$ cat config.mk
export PLATFORM = sky130hd
export DESIGN_NAME = button_debounce
export DESIGN_NICKNAME = d
export VERILOG_FILES = /design/src/rtl/button_debounce_pkg.sv /design/src/rtl/button_debounce_if.sv /design/src/rtl/button_debounce_channel.sv /design/src/rtl/button_debounce.sv
export SDC_FILE = /design/constraint.sdc
export NUM_CORES = 1
export LEC_CHECK = 0
export BUFFER_PORTS_ARGS = -buffer_cell sky130_fd_sc_hd__buf_2
export CAP_MARGIN = 20
export CORE_AREA = 2 2 67 56
export CTS_CLUSTER_SIZE = 28
export DETAILED_ROUTE_END_ITERATION = 10
export DIE_AREA = 0 0 69 58
export GPL_ROUTABILITY_DRIVEN = 0
export GPL_TIMING_DRIVEN = 1
export PLACE_DENSITY = 0.82
export SYNTH_ARGS = -nofsm -noshare
export SYNTH_HDL_FRONTEND = slang
export SYNTH_SLANG_ARGS = --single-unit
$ cat constraint.sdc
create_clock -name clk -period 3.2 [get_ports clk]
set_input_delay 0.8 -clock clk [delete_from_list [all_inputs] [get_ports clk]]
set_output_delay 0.8 -clock clk [all_outputs]
set_load 0.01 [all_outputs]
$ cat src/rtl/button_debounce_pkg.sv
// Shared types and defaults for the two-button debouncer.
package button_pkg;

  typedef enum logic [1:0] {
    IDLE      = 2'b00,
    RISE_WAIT = 2'b01,
    HELD      = 2'b10,
    FALL_WAIT = 2'b11
  } btn_state_e;

  localparam int unsigned DEBOUNCE_CYCLES_DEF = 50000;
  localparam int unsigned CNT_W_DEF           = 16;

endpackage

$ cat src/rtl/button_debounce_if.sv
// Per-button channel bundle: raw input in, debounced level and accept strobe out.
interface button_debounce_if;

  logic raw;
  logic level;
  logic accept;

  modport channel (input raw, output level, output accept);
  modport ctrl    (output raw, input level, input accept);

endinterface

$ cat src/rtl/button_debounce_channel.sv
// One debounce channel: 2-flop synchronizer, stability counter, FSM and level register.
module debounce_channel
  import button_pkg::*;
#(
  parameter int unsigned DEBOUNCE_CYCLES = DEBOUNCE_CYCLES_DEF,
  parameter int unsigned CNT_W           = CNT_W_DEF
) (
  input  logic               clk,
  input  logic               reset,
  button_debounce_if.channel ch
);

  localparam logic [CNT_W-1:0] CNT_MAX = CNT_W'(DEBOUNCE_CYCLES - 1);

  logic             sync1_q;
  logic             sync_q;
  btn_state_e       state_q, state_d;
  logic [CNT_W-1:0] cnt_q, cnt_d;
  logic             level_q, level_d;
  logic             accept_d;

  always_ff @(posedge clk) begin
    if (!reset) begin
      sync1_q <= 1'b0;
      sync_q  <= 1'b0;
      state_q <= IDLE;
      cnt_q   <= '0;
      level_q <= 1'b0;
    end else begin
      sync1_q <= ch.raw;
      sync_q  <= sync1_q;
      state_q <= state_d;
      cnt_q   <= cnt_d;
      level_q <= level_d;
    end
  end

  // accept_d marks the RISE_WAIT->HELD transition; the top registers it into the pulse.
  always_comb begin
    state_d  = state_q;
    cnt_d    = cnt_q;
    accept_d = 1'b0;
    case (state_q)
      IDLE: begin
        if (sync_q) begin
          state_d = RISE_WAIT;
          cnt_d   = '0;
        end
      end
      RISE_WAIT: begin
        if (!sync_q) begin
          state_d = IDLE;
          cnt_d   = '0;
        end else if (cnt_q == CNT_MAX) begin
          state_d  = HELD;
          cnt_d    = '0;
          accept_d = 1'b1;
        end else begin
          cnt_d = cnt_q + CNT_W'(1);
        end
      end
      HELD: begin
        if (!sync_q) begin
          state_d = FALL_WAIT;
          cnt_d   = '0;
        end
      end
      FALL_WAIT: begin
        if (sync_q) begin
          state_d = HELD;
          cnt_d   = '0;
        end else if (cnt_q == CNT_MAX) begin
          state_d = IDLE;
          cnt_d   = '0;
        end else begin
          cnt_d = cnt_q + CNT_W'(1);
        end
      end
      default: begin
        state_d = IDLE;
        cnt_d   = '0;
      end
    endcase
    level_d = (state_d == HELD) || (state_d == FALL_WAIT);
  end

  assign ch.level  = level_q;
  assign ch.accept = accept_d;

endmodule

$ cat src/rtl/button_debounce.sv
// Two debounced push-buttons with registered press pulses; simultaneous presses raise conflict instead.
module button_debounce
  import button_pkg::*;
#(
  parameter int unsigned DEBOUNCE_CYCLES = DEBOUNCE_CYCLES_DEF,
  parameter int unsigned CNT_W           = CNT_W_DEF
) (
  input  logic clk,
  input  logic reset,
  input  logic bc_raw,
  input  logic bac_raw,
  output logic bc_pulse,
  output logic bac_pulse,
  output logic bc_level,
  output logic bac_level,
  output logic conflict
);

  if ((DEBOUNCE_CYCLES < 2) || (64'(DEBOUNCE_CYCLES) > (64'd1 << CNT_W))) begin : g_param_check
    $fatal(1, "button_debounce: DEBOUNCE_CYCLES must lie in [2, 2**CNT_W]");
  end

  button_debounce_if bc_ch ();
  button_debounce_if bac_ch ();

  assign bc_ch.raw  = bc_raw;
  assign bac_ch.raw = bac_raw;

  debounce_channel #(
    .DEBOUNCE_CYCLES(DEBOUNCE_CYCLES),
    .CNT_W          (CNT_W)
  ) u_bc (
    .clk  (clk),
    .reset(reset),
    .ch   (bc_ch)
  );

  debounce_channel #(
    .DEBOUNCE_CYCLES(DEBOUNCE_CYCLES),
    .CNT_W          (CNT_W)
  ) u_bac (
    .clk  (clk),
    .reset(reset),
    .ch   (bac_ch)
  );

  logic bc_pulse_q, bac_pulse_q, conflict_q;

  always_ff @(posedge clk) begin
    if (!reset) begin
      bc_pulse_q  <= 1'b0;
      bac_pulse_q <= 1'b0;
      conflict_q  <= 1'b0;
    end else begin
      bc_pulse_q  <= bc_ch.accept & ~bac_ch.accept;
      bac_pulse_q <= bac_ch.accept & ~bc_ch.accept;
      conflict_q  <= bc_ch.accept & bac_ch.accept;
    end
  end

  assign bc_pulse  = bc_pulse_q;
  assign bac_pulse = bac_pulse_q;
  assign conflict  = conflict_q;
  assign bc_level  = bc_ch.level;
  assign bac_level = bac_ch.level;

endmodule

Word level (Yosys, flattened, before mapping). Index checks and enable logic that the tools add are counted.

Register bits after elaboration: 45. Input port bits: 4.

Multiplexer cells: 32. $add $sub $neg: 2. Bitwise logic cells: 5. Eq/ne operators: 16. Reductions and logical operators: 6.

Operators by type and width (number): $mux W16 (10); $pmux W16 S4 (2); $add A16 B1 Y16 const B (2); $eq A16 B16 Y1 const B (2); $mux W2 (12); $eq A2 B2 Y1 const B (8); $pmux W2 S4 (2); $mux W1 (6); $eq A2 B1 Y1 const B (2); $logic_not A2 Y1 (2); $ne A2 B1 Y1 const B (2); $ne A2 B2 Y1 const B (2); $reduce_and A2 Y1 (2); $and A1 B1 Y1 (3); $logic_or A1 B1 Y1 (2); $not A1 Y1 (2).

Depth between registers and ports, before layout. Gate-level depths: netlist (run 1).

Word-level depth: 6. Gate-level depth with buffers: 8.

Cells and area by module. A second synthesis (run 1) with hierarchy kept.

Cell total of the unflattened synthesis: 240. Area, all modules: 2042.0 sq um.

Modules (own cells, without submodules): debounce_channel (cells an instance 117, sequential area each 420.4 sq um, area an instance 978.4 sq um, times used 2); button_debounce (cells an instance 6, sequential area each 60.1 sq um, area an instance 85.1 sq um, times used 1).

Worst setup path after synthesis (run 1). Ideal clock, no wire load.

Kind: input-to-reg. From: input port reset. To: register u_bc.cnt_q[2]. Buffers on the path: 1. Data arrival time: 1.810 ns. Stages on the path: 5. Library setup time: 0.095 ns. Required time: 3.105 ns. Path slack: 1.294 ns. Cells stage by stage: nand2_1 > or3_1 > buf_2 > or4b_1 > o311ai_1.

RTL lines: from (decl) (line button_debounce.sv:9) `input logic reset,`; to (signal assigned) (line button_debounce_channel.sv:33) `cnt_q <= cnt_d;`; to (decl) (line button_debounce_channel.sv:18) `logic [CNT_W-1:0] cnt_q, cnt_d;`.

Worst setup path after layout (run 1).
From: register u_bac.cnt_q[0]. To: register u_bac.cnt_q[12].

Word-level cells in the longest chain between the ends: 4. Elaborated cells between the ends (all ways): 6. Classes of those cells: 1 x add/sub; 1 x eq/ne; 4 x mux.

Ends and longest elaborated chain: from (decl) (line button_debounce_channel.sv:18); from (signal assigned) (line button_debounce_channel.sv:33); $add A16 B1 Y16 or $eq A16 B16 Y1 (tied branches); $mux W16 * (line button_debounce_channel.sv:54, button_debounce_channel.sv:72); $mux W16 (on tied branches) (line button_debounce_channel.sv:69, button_debounce_channel.sv:51); $pmux W16 S4 * (line button_debounce_channel.sv:43) `case (state_q)`.

Every way passes the cells marked *; elsewhere a longest branch is shown, timed or not. A chain may end at the register's enable or synchronous reset.

==> results.json, run 1 <==
{
  "coreArea_um2": 3330,
  "maxSlewHeadroom_pct": 43.4,
  "syn_nets": 257,
  "grtUsageTotal_pct": 22.6,
  "r2r_slack_ns": 0.82,
  "ys_seq_area_share_pct": 42.7,
  "grt_pass1_vias": 1557,
  "hold_start": "u_bc.sync1_q",
  "start_kind": "flip-flop",
  "synthMuxAreaShare_pct": 2.37,
  "diodes": 0,
  "die_area_um2": 4000,
  "hold_end": "u_bc.sync_q",
  "wl_per_cell_um": 13.6,
  "crit_required_ns": 3.40,
  "area_growth_pct": 8.48,
  "reg2reg_to": "u_bac.cnt_q[12]",
  "htree_levels": 2,
  "async_flop_share_pct": 0,
  "ys_seq_elements": 45,
  "irDropWorstVdd_mv": 0.389,
  "setup_viol_count_final": 0,
  "layout.nets": 266,
  "synth_simple_gate_area_share_pct": 34.0,
  "synthMostInstantiatedCell": "dfxtp_1",
  "synth_top_flop_cell": "dfxtp_1",
  "status": "completed",
  "synth_area_leaders": "dfxtp_1 (43%), nor2_1 (5.3%), nand3_1 (4.7%), nand2_1 (3.9%), xor2_1 (3.7%)",
  "synth_top_area_share_pct": 42.7,
  "stdcell_area_um2": 2290,
  "cp-end-kind": "flip-flop",
  "antenna_found_initial": 0,
  "overflow": 0,
  "grt_pass1_wl_mm": 7.16,
  "drv_slew": 0,
  "ys_types": 44,
  "cts_tree": "built",
  "max_freq_mhz": 420,
  "synth_edf_count": 0,
  "cts_made_buffers": 5,
  "drc": 0,
  "die_h_um": 58,
  "synth-compound-area-share_pct": 10.8,
  "yosys.area.top_type": "dfxtp_1",
  "rsz0062_at_grt": "false",
  "place_area_um2": 2170,
  "dp_hpwl_mm": 2.92,
  "cts_resized": 0,
  "top_level_ports": 9,
  "finalSetupTns_ns": 0,
  "cts_max_path_buffers": 2,
  "viasPerCell": 5.92,
  "synth_xor_area_share_pct": 5.39,
  "synth-adder-area-share_pct": 1.19,
  "routed-via-count": 1793,
  "synth_warnings": 0,
  "path_class": "flip-flop to flip-flop",
  "wirelength_mm": 4.14,
  "die_x_um": 69,
  "whs_path_depth": 1,
  "hold_ws_ns": 0.442,
  "grt_max_degree": 23,
  "utilization_pct": 68.8,
  "cap_violations": 0,
  "post-route-period-util_pct": 74.4,
  "fin_crit_ns": 2.38,
  "hold_violations": 0,
  "rows": 19,
  "detail_route.iter0.violations": 163,
  "arrival_ns": 2.58,
  "r2r-start": "u_bac.cnt_q[0]",
  "drive_above_1_share_pct": 8.05,
  "n_fill_cell": 270,
  "path_clk_slew_ns": 0.08,
  "worst_slew_pin_slew_ns": 0.841,
  "first_pass_iters": 4,
  "portBuffers": 8,
  "ys_top_cells_by_count": "dfxtp_1 (45), nor2_1 (30), nand2_1 (22)",
  "powerDensity_nw_per_um2": 454,
  "root_buffer": "clkbuf_8",
  "p_leak_nw": 0.814,
  "final_antenna_net_count": 0,
  "synth_top_family_by_area": "simple AND/OR/NAND/NOR gates",
  "initial_core_util_pct": 63.4,
  "postCtsSetupBuffers": 0,
  "syn-cell-area_um2": 2110,
  "postSynthCellCount": 251,
  "worstHoldPathType": "flip-flop to flip-flop",
  "r2r_cells": 6,
  "cts_hold_buf": 0,
  "skew_ns": 0.00480,
  "worstSkewPairLatency_ns": 0.30,
  "avgSynthCellArea_um2": 8.41,
  "crit_path_max_fanout": 14,
  "cts_sinks": 45
}
==> cell families (layout without fill, tap and decap cells) <==
kind of cell               Yosys count  count (layout)
buffers and inverters               17              27
xor gates and xnor gates            13              13
muxes                                5               5
adders and majority gates            2               2
and+or+nand+nor                    131             131
DFF                                 45              45
AOI/OAI and AO/OA                   38              38
==> metal layers <==
metal  part of all wire (%)  global-route usage, %
met3                    5.9                   7.13
met2                     41                   32.4
met1                     52                   32.5
met5                      0                      0
met4                    1.5                   7.84
==> per-stage QoR <==
stage	setup WS (ns)	power [W]	cells
after global placement	0.879	0.000606	295
after CTS	0.835	0.00104	303
after detailed placement	0.813	0.000607	295
final	0.819	0.00104	303
after floorplan	1.29	0.000600	251
after global routing	0.598	0.00107	303
==> cell type report <==
cell class | count | area, µm² | share of cell area, %
inverter | 10 | 37.5 | 1.64
clock buffer | 7 | 86.3 | 3.77
multi-input combinational | 189 | 1130 | 49.6
tap | 42 | 52.6 | 2.30
clock inverter | 1 | 30.0 | 1.31
sequential | 45 | 901 | 39.3
timing repair buffer | 9 | 47.5 | 2.08
==> state kept, by name, indices dropped and copies added, names as in the netlist <==
name,flops
bc_pulse,1
u_bc.sync1_q,1
bac_pulse,1
u_bac.ch.level,1
u_bac.sync1_q,1
u_bc.state_q,2
u_bac.cnt_q,16
u_bac.state_q,2
u_bc.cnt_q,16
u_bc.sync_q,1
u_bc.ch.level,1
conflict,1
u_bac.sync_q,1
==> where the power goes <==
| group | switching, W | internal [W] | leakage [nW] | total [W] |
|---|---|---|---|---|
| logic | 0.0000182 | 0.0000106 | 0.392 | 0.0000287 |
| clock network | 0.000191 | 0.000255 | 0.0585 | 0.000445 |
| registers | 0.00000244 | 0.000562 | 0.363 | 0.000565 |
| total | 0.000211 | 0.000828 | 0.814 | 0.00104 |
==> cells in the final DEF, fill, tap and decap left out, types with 3 or more instances in the layout <==
| cell type | netlist | final |
|---|---|---|
| nand4_1 | 6 | 6 |
| nand2_1 | 22 | 22 |
| xor2_1 | 9 | 9 |
| nor2_1 | 30 | 30 |
| nand3_1 | 20 | 20 |
| and2_1 | 6 | 6 |
| clkbuf_8 | 0 | 6 |
| a21boi_0 | 3 | 3 |
| nor3_1 | 10 | 10 |
| nor4_1 | 4 | 4 |
| and3_1 | 4 | 4 |
| or4_1 | 3 | 3 |
| inv_1 | 10 | 10 |
| a21oi_1 | 11 | 11 |
| nor2b_1 | 6 | 6 |
| buf_2 | 3 | 8 |
| o21ai_0 | 10 | 10 |
| nand4b_1 | 3 | 3 |
| dfxtp_1 | 45 | 45 |
| mux2i_1 | 5 | 5 |
| nand3b_1 | 3 | 3 |
| xnor2_1 | 4 | 4 |
==> worst max path at each step <==
stage,cells past startpoint,start,endpoint,slack (ns)
global route,6,u_bac.cnt_q[0],u_bac.cnt_q[12],0.60
finish,6,u_bac.cnt_q[0],u_bac.cnt_q[12],0.82
CTS,6,u_bac.cnt_q[0],u_bac.cnt_q[12],0.83
global placement,5,reset,u_bac.cnt_q[8],0.88
floorplan,5,reset,u_bc.cnt_q[2],1.29
detailed placement,5,reset,u_bac.cnt_q[13],0.81
==> worst max-delay path, cell delays in order, from the launching register on <==
cell      delay, ns
dfxtp_1        0.40
ha_1           0.26
nand4b_1       0.19
nor4_4         0.65
nor2_1         0.38
a21o_1         0.24
a21o_1         0.16
No activity file was read; power rests on OpenSTA's default activity.
==> run 2, diff against run 1 <==
- ABC_AREA: unset -> 1
- CORE_AREA: 2 2 67 56 -> 2 2 75 63
- DIE_AREA: 0 0 69 58 -> 0 0 77 65
- PLACE_DENSITY: 0.82 -> 0.73
- clock period: 3.2 -> 2.05 ns (I/O delays scaled with it)
==> run 2 against run 1 <==
Fmax rose by 46%. Synthesized area increased by 7.2%. Flip-flop and latch count is the same. Clock-buffer cell count fell by 1. Final area increased by 8.2%. Non-clock buffer count stayed put. Combinational power increased by 120%. Power grew 48%. Highest routed layer unchanged.
==> results.json, run 2 <==
{
  "status": "completed",
  "final_cell_mix": "nand2_1 (81), nor2_1 (58), inv_1 (46)",
  "root_buffer": "clkbuf_8",
  "detail_route.iter0.violations": 95,
  "synthMostInstantiatedCell": "nand2_1",
  "postCtsSetupBuffers": 0,
  "worstHoldPathType": "input pin to flip-flop",
  "max_freq_mhz": 613,
  "cts_hold_buf": 0,
  "synth_edf_count": 0,
  "cts_sinks": 45,
  "arrival_ns": 1.81,
  "synth_warnings": 0,
  "yosys.area.top_type": "dfxtp_1",
  "p_leak_nw": 1.03,
  "cp-end-kind": "flip-flop",
  "rows": 22,
  "diodes": 0,
  "irDropWorstVdd_mv": 0.634,
  "ys_top_cells_by_count": "nand2_1 (81), nor2_1 (58), inv_1 (46)",
  "final_antenna_net_count": 0,
  "async_flop_share_pct": 0,
  "wl_per_cell_um": 10.6,
  "die_x_um": 77,
  "start_kind": "flip-flop",
  "wirelength_mm": 4.35,
  "coreArea_um2": 4350,
  "grtUsageTotal_pct": 19.1,
  "path_class": "flip-flop to flip-flop",
  "die_area_um2": 5010,
  "dp_hpwl_mm": 3.23,
  "grt_max_degree": 16,
  "final_common_cell": "nand2_1",
  "cap_violations": 0,
  "overflow": 0,
  "postSynthCellCount": 335,
  "crit_path_max_fanout": 8,
  "powerDensity_nw_per_um2": 622,
  "finalSetupTns_ns": 0,
  "antenna_found_initial": 0,
  "cts_made_buffers": 5,
  "fin_crit_ns": 1.63,
  "worstPathCellList": "ha_1 -> nand2_1 -> inv_2 -> nand2_1 -> nor2_1 -> nand2_1 -> nand2_1 -> nand2_2 -> nand2_2 -> nor2_1",
  "max_stage_delay_ns": 0.39,
  "cp_slowest_cell": "dfxtp_1",
  "ys_seq_area_share_pct": 39.8,
  "setup_ws_ns": 0.420,
  "drive_above_1_share_pct": 14.9,
  "synth_top_area_share_pct": 39.8,
  "die_h_um": 65,
  "syn_nets": 341,
  "hold_ws_ns": 0.391,
  "portBuffers": 8,
  "post-route-period-util_pct": 79.5,
  "initial_core_util_pct": 52.0,
  "syn-cell-area_um2": 2260,
  "cts_tree": "built",
  "skew_ns": 0.0184,
  "worstSkewPairLatency_ns": 0.30,
  "n_fill_cell": 443,
  "maxSlewHeadroom_pct": 71.7,
  "synth_area_leaders": "dfxtp_1 (40%), nand2_1 (13%), nor2_1 (9.6%), inv_1 (7.6%), nand3_1 (4.9%)",
  "layout.nets": 355,
  "path_clk_slew_ns": 0.10,
  "crit_buf_inv": 1,
  "top_regs": "u_bac.cnt_q x16, u_bc.cnt_q x16",
  "worst_slew_pin_slew_ns": 0.424,
  "ys_seq_elements": 45,
  "hold_violations": 0,
  "rsz0062_at_grt": "false",
  "area_growth_pct": 9.45,
  "drv_slew": 0,
  "viasPerCell": 4.84,
  "routed-via-count": 1983,
  "cts_max_path_buffers": 2,
  "utilization_pct": 57.0,
  "drc": 0,
  "ys_types": 28,
  "htree_levels": 2,
  "top_level_ports": 9,
  "grt_pass1_vias": 1833,
  "cp_common_cell": "nand2_1",
  "grt_pass1_wl_mm": 7.87,
  "dp_slack_ns": 0.472,
  "r2r_slack_ns": 0.42,
  "first_pass_iters": 4,
  "synth_top_flop_cell": "dfxtp_1",
  "setup_viol_count_final": 0,
  "crit_required_ns": 2.23,
  "cts_resized": 0,
  "avgSynthCellArea_um2": 6.76,
  "crit_family": "simple AND/OR/NAND/NOR gates"
}
run 2: cell count changes after synthesis, sizes merged, moves of 9 or more:
| cell | previous run | this run |
|---|---|---|
| a21oi | 11 | 20 |
| nand2 | 23 | 92 |
| inv | 10 | 55 |
| nor2 | 30 | 65 |
run 2: power by group:
part           internal, W  total [W]  switching (W)
Combinational    0.0000178  0.0000642      0.0000464
Sequential        0.000878   0.000881     0.00000257
Clock             0.000278   0.000596       0.000318
run 2: path summary, 6_finish.rpt:
kind,cells after the start,start,end
setup reg to reg,10,u_bc.cnt_q[0],u_bc.cnt_q[13]
hold reg to reg,2,u_bac.sync1_q,u_bac.sync_q
setup / recovery,10,u_bc.cnt_q[0],u_bc.cnt_q[13]
hold / removal,3,bc_raw,u_bc.sync1_q
run 2: layout make-up:
cell class / count / area [µm²] / share of cell area [%]
clock buffers: 6 / 82.6 / 3.33
clock inverters: 2 / 16.3 / 0.657
inverters: 56 / 210 / 8.48
multi-input cells: 232 / 1140 / 46.2
flip-flops and latches: 45 / 901 / 36.4
well taps: 60 / 75.1 / 3.03
repair buffers: 9 / 47.5 / 1.92
run 2: tightest hold or removal path: stages:
cell and delay [ns]:
buf_2 0.07, nand2_1 0.04, inv_1 0.04
run 2: kinds of logic after synthesis:
kind of cell | after synthesis | synth area share, %
buffers and inverters | 58 | 9.62
AND/OR/NAND/NOR | 192 | 38.7
XOR/XNOR | 7 | 2.71
AO/OA/AOI/OAI | 31 | 8.07
adder cells (fa/ha/maj) | 2 | 1.11
flip-flops | 45 | 39.8
run 2: layer usage:
metal,vias to the layer above,wire (µm),part of all wire (%),global-route usage (%)
met2,35,1890,43,31.3
met1,890,2210,51,25.6
li1,1054,-,-,-
met4,0,34,0.78,4.91
met3,4,216,5.0,4.60
met5,-,0,0,0
run 2: per-stage QoR:
step	cell area, µm²	instances	total power [W]
after CTS	2480	410	0.00156
final	2480	410	0.00154
after global routing	2480	410	0.00160
after detailed placement	2380	402	0.000966
after global placement	2380	402	0.000964
after floorplan	2260	335	0.000948
